==> src/rtl/core_pkg.sv <==
`default_nettype none
// +----------------------------------------------------------------------+
// | core_pkg - shared types and constants for the multi-cycle MIPS core  |
// | Rev 1.0                                                              |
// +----------------------------------------------------------------------+
package core_pkg;

  typedef enum logic [1:0] {
    ST_IDLE  = 2'd0,
    ST_FETCH = 2'd1,
    ST_VALID = 2'd2
  } fetch_state_t;

  localparam logic [5:0]  OPC_INVALID      = 6'b111111;
  localparam int          OPC_HI           = 31;
  localparam int          OPC_LO           = 26;
  localparam int          FUNCT_HI         = 5;
  localparam logic [31:0] RESET_PC_DEFAULT = 32'h0000_0000;

endpackage
`default_nettype wire

==> src/rtl/pc_target_calc.sv <==
`default_nettype none
// +----------------------------------------------------------------------+
// | pc_target_calc - branch/jump redirect target from the current pc     |
// | Rev 1.0                                                              |
// +----------------------------------------------------------------------+
module pc_target_calc #(
  parameter int ADDR_W = 32
) (
  input  logic [ADDR_W-1:0] pc,
  input  logic [15:0]       branchOffset,
  input  logic [25:0]       jumpIndex,
  input  logic              jumpTaken,
  output logic [ADDR_W-1:0] target
);

  logic [ADDR_W-1:0] branch_tgt;
  logic [ADDR_W-1:0] jump_tgt;

  // Word offset, sign-extended; the add wraps naturally at 2^ADDR_W.
  assign branch_tgt = pc + {{(ADDR_W-18){branchOffset[15]}}, branchOffset, 2'b00};
  assign jump_tgt   = {pc[ADDR_W-1:ADDR_W-4], jumpIndex, 2'b00};
  assign target     = jumpTaken ? jump_tgt : branch_tgt;

endmodule
`default_nettype wire

==> src/rtl/fetch_unit.sv <==
`default_nettype none
// +----------------------------------------------------------------------+
// | fetch_unit - instruction fetch stage with redirect/squash handling   |
// | Rev 1.0                                                              |
// +----------------------------------------------------------------------+
module fetch_unit
  import core_pkg::*;
#(
  parameter int                ADDR_W   = 32,
  parameter logic [ADDR_W-1:0] RESET_PC = RESET_PC_DEFAULT
) (
  input  logic              clk,
  input  logic              rst_n,
  output logic              imemReq,
  output logic [ADDR_W-1:0] imemAddr,
  input  logic              imemReady,
  input  logic [31:0]       imemData,
  output logic              irValid,
  input  logic              irAccept,
  output logic [31:0]       instr,
  output logic [5:0]        opCode,
  output logic [5:0]        funct,
  output logic [ADDR_W-1:0] pcPlus4,
  input  logic              branchTaken,
  input  logic [15:0]       branchOffset,
  input  logic              jumpTaken,
  input  logic [25:0]       jumpIndex
);

  fetch_state_t      state, state_nxt;
  logic [ADDR_W-1:0] pc, pc_nxt;
  logic [31:0]       instr_nxt;
  logic              squash, squash_nxt;
  logic [ADDR_W-1:0] redir_tgt, redir_tgt_nxt;
  logic [ADDR_W-1:0] target;
  logic              redirect;

  assign redirect = branchTaken | jumpTaken;

  pc_target_calc #(
    .ADDR_W(ADDR_W)
  ) u_pc_target_calc (
    .pc          (pc),
    .branchOffset(branchOffset),
    .jumpIndex   (jumpIndex),
    .jumpTaken   (jumpTaken),
    .target      (target)
  );

  always_ff @(posedge clk or negedge rst_n) begin
    if (!rst_n) begin
      state     <= ST_IDLE;
      pc        <= RESET_PC;
      instr     <= '0;
      squash    <= 1'b0;
      redir_tgt <= '0;
    end else begin
      state     <= state_nxt;
      pc        <= pc_nxt;
      instr     <= instr_nxt;
      squash    <= squash_nxt;
      redir_tgt <= redir_tgt_nxt;
    end
  end

  always_comb begin
    state_nxt     = state;
    pc_nxt        = pc;
    instr_nxt     = instr;
    squash_nxt    = squash;
    redir_tgt_nxt = redir_tgt;
    case (state)
      ST_IDLE: state_nxt = ST_FETCH;
      ST_FETCH: begin
        if (!imemReady) begin
          // Redirect arrived while the word is outstanding: remember it, keep address stable.
          if (redirect) begin
            squash_nxt    = 1'b1;
            redir_tgt_nxt = target;
          end
        end else if (redirect || squash) begin
          pc_nxt     = redirect ? target : redir_tgt;
          squash_nxt = 1'b0;
        end else begin
          instr_nxt = imemData;
          pc_nxt    = pc + ADDR_W'(4);
          state_nxt = ST_VALID;
        end
      end
      ST_VALID: begin
        if (redirect) begin
          pc_nxt    = target;
          state_nxt = ST_FETCH;
        end else if (irAccept) begin
          state_nxt = ST_FETCH;
        end
      end
      default: state_nxt = ST_IDLE;
    endcase
  end

  assign imemReq  = (state == ST_FETCH);
  assign imemAddr = pc;
  assign irValid  = (state == ST_VALID);
  assign opCode   = irValid ? instr[OPC_HI:OPC_LO] : OPC_INVALID;
  assign funct    = instr[FUNCT_HI:0];
  assign pcPlus4  = pc;

endmodule
`default_nettype wire
==> config.mk <==
export PLATFORM = sky130hd
export DESIGN_NAME = fetch_unit
export DESIGN_NICKNAME = d
export VERILOG_FILES = /design/src/rtl/core_pkg.sv /design/src/rtl/pc_target_calc.sv /design/src/rtl/fetch_unit.sv
export SDC_FILE = /design/constraint.sdc
export NUM_CORES = 1
export LEC_CHECK = 0
export ABC_AREA = 1
export BUFFER_PORTS_ARGS = -buffer_cell sky130_fd_sc_hd__buf_2
export CORE_MARGIN = 2
export CORE_UTILIZATION = 55
export CTS_CLUSTER_SIZE = 20
export DETAILED_ROUTE_END_ITERATION = 6
export PLACE_DENSITY = 0.81
export SLEW_MARGIN = 20
export SYNTH_ARGS = -nofsm -noshare
export SYNTH_HDL_FRONTEND = slang
export SYNTH_SLANG_ARGS = --single-unit
==> constraint.sdc <==
create_clock -name clk -period 5.2 [get_ports clk]
set_input_delay 0.26 -clock clk [delete_from_list [all_inputs] [get_ports clk]]
set_output_delay 0.26 -clock clk [all_outputs]
set_load 0.02 [all_outputs]
* Yosys cells after proc, flatten, opt, wreduce, memory -nomap -nowiden
Index checks and enable logic that the tools add are counted.
** Word-level totals
- Register bits after elaboration :: 99
- Latch bits :: 0
- RAM bits :: 0
- ROM bits :: 0
- Input port bits :: 80
- Output and inout bits :: 110
- Word-level logic and storage cells :: 41
- Memories :: 0
** Operators by class
- Add/sub/neg operators :: 2
- Multiply operators :: 0
- Divide/modulo/power cells :: 0
- $lt $le $gt $ge :: 0
- Eq/ne operators :: 7
- Shifts and indexed selects :: 0
- Multiplexer cells :: 15
- Bitwise gates (word level) :: 3
- Reductions and logical operators :: 9
** Operator list (count)
- $mux W32 :: 5
- $pmux W32 S2 :: 1
- $add A32 B3 Y32 const B :: 1
- $add A32 B32 Y32 :: 1
- $reduce_and A3 Y1 :: 4
- $mux W2 :: 4
- $mux W6 :: 1
- $ne A2 B1 Y1 const B :: 3
- $pmux W2 S3 :: 1
- $reduce_bool A2 Y1 :: 2
- $mux W1 :: 3
- $ne A3 B1 Y1 const B :: 1
- $eq A2 B1 Y1 const B :: 1
- $eq A2 B2 Y1 const B :: 1
- $logic_not A2 Y1 :: 1
- $ne A2 B2 Y1 const B :: 1
- $not A1 Y1 :: 2
- $reduce_and A2 Y1 :: 1
- $logic_or A1 B1 Y1 :: 1
- $or A1 B1 Y1 :: 1

* Depth between registers and ports, before layout
- Word-level depth :: 6
- Depth in mapped cells :: 16
- Depth with buffers taken out :: 16

* Hierarchy
Synthesis repeated with hierarchy kept, for this count alone.
** Unflattened totals
- Cell total of the unflattened synthesis :: 1300
- Area total of the unflattened synthesis :: 8221.6 sq um
** By module, submodules not included
- fetch_unit :: instances 1, cells each 769, area each 5719.2 sq um, sequential area each 2477.4 sq um
- pc_target_calc :: instances 1, cells each 531, area each 2502.4 sq um, sequential area each 0.0 sq um

* Worst setup path before layout
OpenSTA, ideal clock, no wires.
- Path type :: flip-flop to flip-flop
- From :: reg pc[2] (netlist: imemAddr[2])
- To :: reg pc[8] (netlist: imemAddr[8])
- Data arrival time :: 2174 ps
- Data required time :: 5134 ps
- Path slack :: 2960 ps
- Stages on the path, launching flop included :: 16
- Cells stage by stage :: dfrtp_1 -> ha_1 -> fa_1 -> nand3_1 -> nand3_1 -> nand2_1 -> nand2_1 -> nand2_1 -> nand2_1 -> o21ai_0 -> inv_1 -> nand2_1 -> o21ai_0 -> o21ai_0 -> nand3_1 -> nand2_1
** Between the ends
- Cells in the longest elaborated chain, start to end :: 6
- Elaborated cells on any way between the ends :: 8
** RTL lines
- from (decl) :: line fetch_unit.sv:31 : logic [ADDR_W-1:0] pc, pc_nxt;
- from (signal assigned) :: line fetch_unit.sv:59 : pc <= pc_nxt;
- $add A32 B32 Y32 :: line pc_target_calc.sv:20 : assign branch_tgt = pc + {{(ADDR_W-18){branchOffset[15]}}, branchOffset, 2'b00};
- $mux W32 :: line pc_target_calc.sv:22 : assign target = jumpTaken ? jump_tgt : branch_tgt;
- $mux W32 :: line fetch_unit.sv:91 : if (redirect) begin
- $mux W32 :: line fetch_unit.sv:81 : end else if (redirect || squash) begin
- $mux W32 :: line fetch_unit.sv:75 : if (!imemReady) begin
- $pmux W32 S2 (*) :: line fetch_unit.sv:72 : case (state)
Every way passes the cells marked *; elsewhere a longest branch is shown, timed or not. The select of a mux whose other input is x is not followed.
A chain may end at the register's enable or synchronous reset.

* Worst setup path after layout
- From :: in jumpTaken
- To :: reg instr[15]
** Between the ends
- Cells in the longest elaborated chain, start to end :: 4
** RTL lines
- from (decl) :: line fetch_unit.sv:26 : input logic jumpTaken,
- $or A1 B1 Y1 :: line fetch_unit.sv:38 : assign redirect = branchTaken | jumpTaken;
- $logic_or A1 B1 Y1 :: line fetch_unit.sv:81
- $not A1 Y1 (no source line)
- $reduce_and A3 Y1 (no source line)
- to (signal assigned) :: line fetch_unit.sv:60 : instr <= instr_nxt;
- to (decl) :: line fetch_unit.sv:20 : output logic [31:0] instr,
No other way between the ends.

==> reports/results.txt <==
total chip power -> 5.83 mW
Comb power frac -> 60.3%
reg2reg end -> imemAddr[8]
TritonCTS clock tree -> done
Crit Path Category -> primary input to flip-flop
Clk pwr share -> 12.0%
first-pass GRT wire length -> 40,600 um
layout cells sized above 1 -> 18.2%
static leakage -> 5.55 nW
vias -> 8,989
Final period util -> 60.4%
initial antenna violation count -> 0
reg2reg path depth -> 15
YS warnings -> 0
FF+latch area -> 0.00248 sq mm
Final HPWL DP -> 19,400 um
post-synthesis sequential area ratio -> 29.1%
Mapped Area -> 0.00852 sq mm
number of synthesized register bits -> 99
Net Count, Synth -> 1,488
die height -> 128 um
DRT Pass-1 Iters -> 7
Max-cap violations -> 0
cell area after layout -> 0.00960 sq mm
Setup Fix Bufs, Post-CTS -> 0
Worst slew margin -> 41.5%
Synth area leader -> dfrtp_1
ys async rst share -> 100%
Final Skew -> 9.13 ps
post-detailed-route count of antenna-violating nets -> 0
most frequent cells after synthesis -> 543 x nand2_1, 175 x inv_1, 139 x nand3_1
Slew @ Worst Pin -> 876 ps
Clock Pin Slew Worst Setup and Hold Paths -> 70 ps
DRT iter0 DRCs -> 897
Final Routed Wirelength -> 25,400 um
grt total ovfl -> 0
Non-Filler Instances -> 1,698
# port buffers -> 189
row cnt -> 45
gpl congestion -> 0.940
Starting Density -> 56.2%
Post-synth EDFFs -> 0
worst skew pair latency -> 350 ps
vias in the first global route -> 8,155
Hold Path Cell Cnt -> 3
reg-to-reg slack, setup -> 2530 ps
CP startpoint -> jumpTaken
largest net degree at the start of global routing -> 57
fmax -> 0.319 GHz
count leader, synth -> nand2_1
diodes inserted -> 0
Total GRT Usage -> 31.2%
DRC -> 0
placed inst area -> 0.00929 sq mm
Root Buffer -> clkbuf_16
Psw -> 3.18 mW
Ports -> 190
Max VDD drop -> 0.000321 V
Multi-input gate area -> 0.00487 sq mm
Synth cell types -> 49
top cells by area in the synthesized netlist -> dfrtp_1 29%, nand2_1 24%, nand3_1 8.2%, inv_1 7.7%, ha_1 4.4%
H-tree depth -> 3
Clock Path Buffers -> 2
Avg Cell Area, Syn -> 6.19 sq um
die width -> 128 um
Int Pwr -> 2.66 mW
die area -> 0.0165 sq mm
Layout fillers -> 1,487
switch share -> 54.5%
crit path DAT -> 3370 ps
setup_tns -> 0 ps
final hold violations -> 0
Post-Synthesis Cells -> 1,377
CP required -> 5430 ps
WL/cell -> 14.9 um
fin crit period -> 3140 ps
RSZ-0062 raised after global routing -> no
Synth Flop Type -> dfrtp_1
fin nets -> 1,616
Placed Cells -> 1,681
Max FO, Critical Path -> 49
CTS Sinks -> 99
Area Growth Syn to Fin -> 12.7%
Final Max Tran Viols -> 0
Worst setup SP type -> primary input
Seq pwr share -> 27.7%
HP Class -> primary input to flip-flop
DR vias/cell -> 5.29
Layout Utilization -> 63.4%
Reg-to-Reg Start -> imemAddr[2]
status -> complete, no violations
Crit. End Element -> flip-flop
Synth top area share -> 29.1%
number of CTS-inserted buffers -> 9
total of cells resized after clock tree synthesis -> 0
Setup-failing EPs final -> 0
worst-case hold path end point -> instr[1]
core area -> 0.0151 sq mm
hold wc startpoint -> imemData[1]
P per Cell Area -> 607 mW/mm^2
-- layer usage --
| layer | global-route usage (%) | vias up | part of all wire (%) |
|---|---|---|---|
| met5 | 0 | - | 0 |
| met4 | 9.24 | 0 | 2.0 |
| met3 | 5.65 | 37 | 8.3 |
| met2 | 51.5 | 351 | 47 |
| met1 | 42.0 | 4062 | 43 |
| li1 | - | 4539 | - |
-- stage by stage --
| step | setup slack [ps] | hold WS [ps] |
|---|---|---|
| 3_5_place_dp | 1760 | 283 |
| 2_1_floorplan | 2960 | -35.6 |
| 3_3_place_gp | 1840 | 282 |
| 5_1_grt | 1740 | 113 |
| 6_report | 2060 | 106 |
| 4_1_cts | 2110 | 99.1 |
-- repair_timing --
| action | 4_1_cts | 5_1_grt |
|---|---|---|
| endpoints found under the setup margin | 0 | 0 |
| hold buffers | 1 | 0 |
| hold endpoints to repair | 43 | 0 |
-- logic make-up (layout without fill, tap and decap cells) --
family,after synthesis,count (layout),share of synthesized area [%]
and+or+nand+nor,838,838,42.6
buffers and inverters,267,400,13.8
AOI/OAI and AO/OA,128,128,8.37
xor gates and xnor gates,14,14,1.44
adders and majority gates,31,31,4.64
DFF,99,99,29.1
-- cell usage in the layout (no fill, tap or decap), types with 2 or more instances in the layout --
master / Yosys / layout
a21oi_1: 47 / 47
nor2_2: 7 / 8
dfrtp_1: 99 / 99
or2_2: 15 / 15
inv_6: 0 / 2
nand4_1: 9 / 9
o21ai_0: 46 / 46
o2111ai_1: 2 / 2
nor2_8: 2 / 2
buf_2: 15 / 188
nor3_2: 5 / 5
nand3b_1: 4 / 4
nor2_1: 86 / 84
a22oi_1: 5 / 5
a21o_1: 2 / 2
nand3_1: 139 / 139
nand2_2: 6 / 6
o21a_1: 2 / 2
o21ai_1: 9 / 9
xor2_1: 8 / 8
nor2_4: 5 / 6
clkinv_1: 2 / 2
clkinvlp_4: 0 / 2
ha_1: 30 / 30
a31oi_1: 7 / 7
o21bai_1: 2 / 2
inv_2: 11 / 11
inv_1: 175 / 175
xnor2_1: 6 / 6
nor3_1: 8 / 8
buf_4: 40 / 7
nand2_1: 543 / 543
clkbuf_16: 0 / 9
-- how the worst max path moves through the flow --
stage	to	slack [ps]
6_report	instr[15]	2060
5_1_grt	instr[6]	1740
4_1_cts	instr[15]	2110
3_5_place_dp	instr[15]	1760
3_3_place_gp	instr[2]	1840
2_1_floorplan	imemAddr[8]	2960
-- power groups by stage --
stage / clock network, mW / logic (mW) / registers (mW)
after floorplan: 0 / 2.42 / 1.76
after global placement: 0 / 3.42 / 1.60
after detailed placement: 0 / 3.49 / 1.60
after CTS: 0.705 / 3.50 / 1.60
after global routing: 0.739 / 3.95 / 1.66
final: 0.700 / 3.52 / 1.62
-- worst max-delay path, cell delays in order --
cell	delay, ps
buf_2	300
nor2_4	450
inv_2	460
nor2_8	370
inv_2	110
nor2_2	90
buf_4	330
clkinv_1	650
nand2_1	230
nand2_1	70
-- cell type report --
| type | instances | share of cell area [%] |
|---|---|---|
| well taps | 188 | 2.45 |
| clock buffers | 9 | 2.35 |
| multi-input cells | 1011 | 50.7 |
| clock inverters | 7 | 0.860 |
| inverters | 188 | 7.35 |
| repair buffers | 196 | 10.4 |
| flip-flops and latches | 99 | 25.8 |
-- registers in the layout, summed over array words and instances, names as in the netlist --
register   flops
imemAddr      32
redir_tgt     32
instr         32
squash         1
state          2
(Power assumes the default switching activity.)
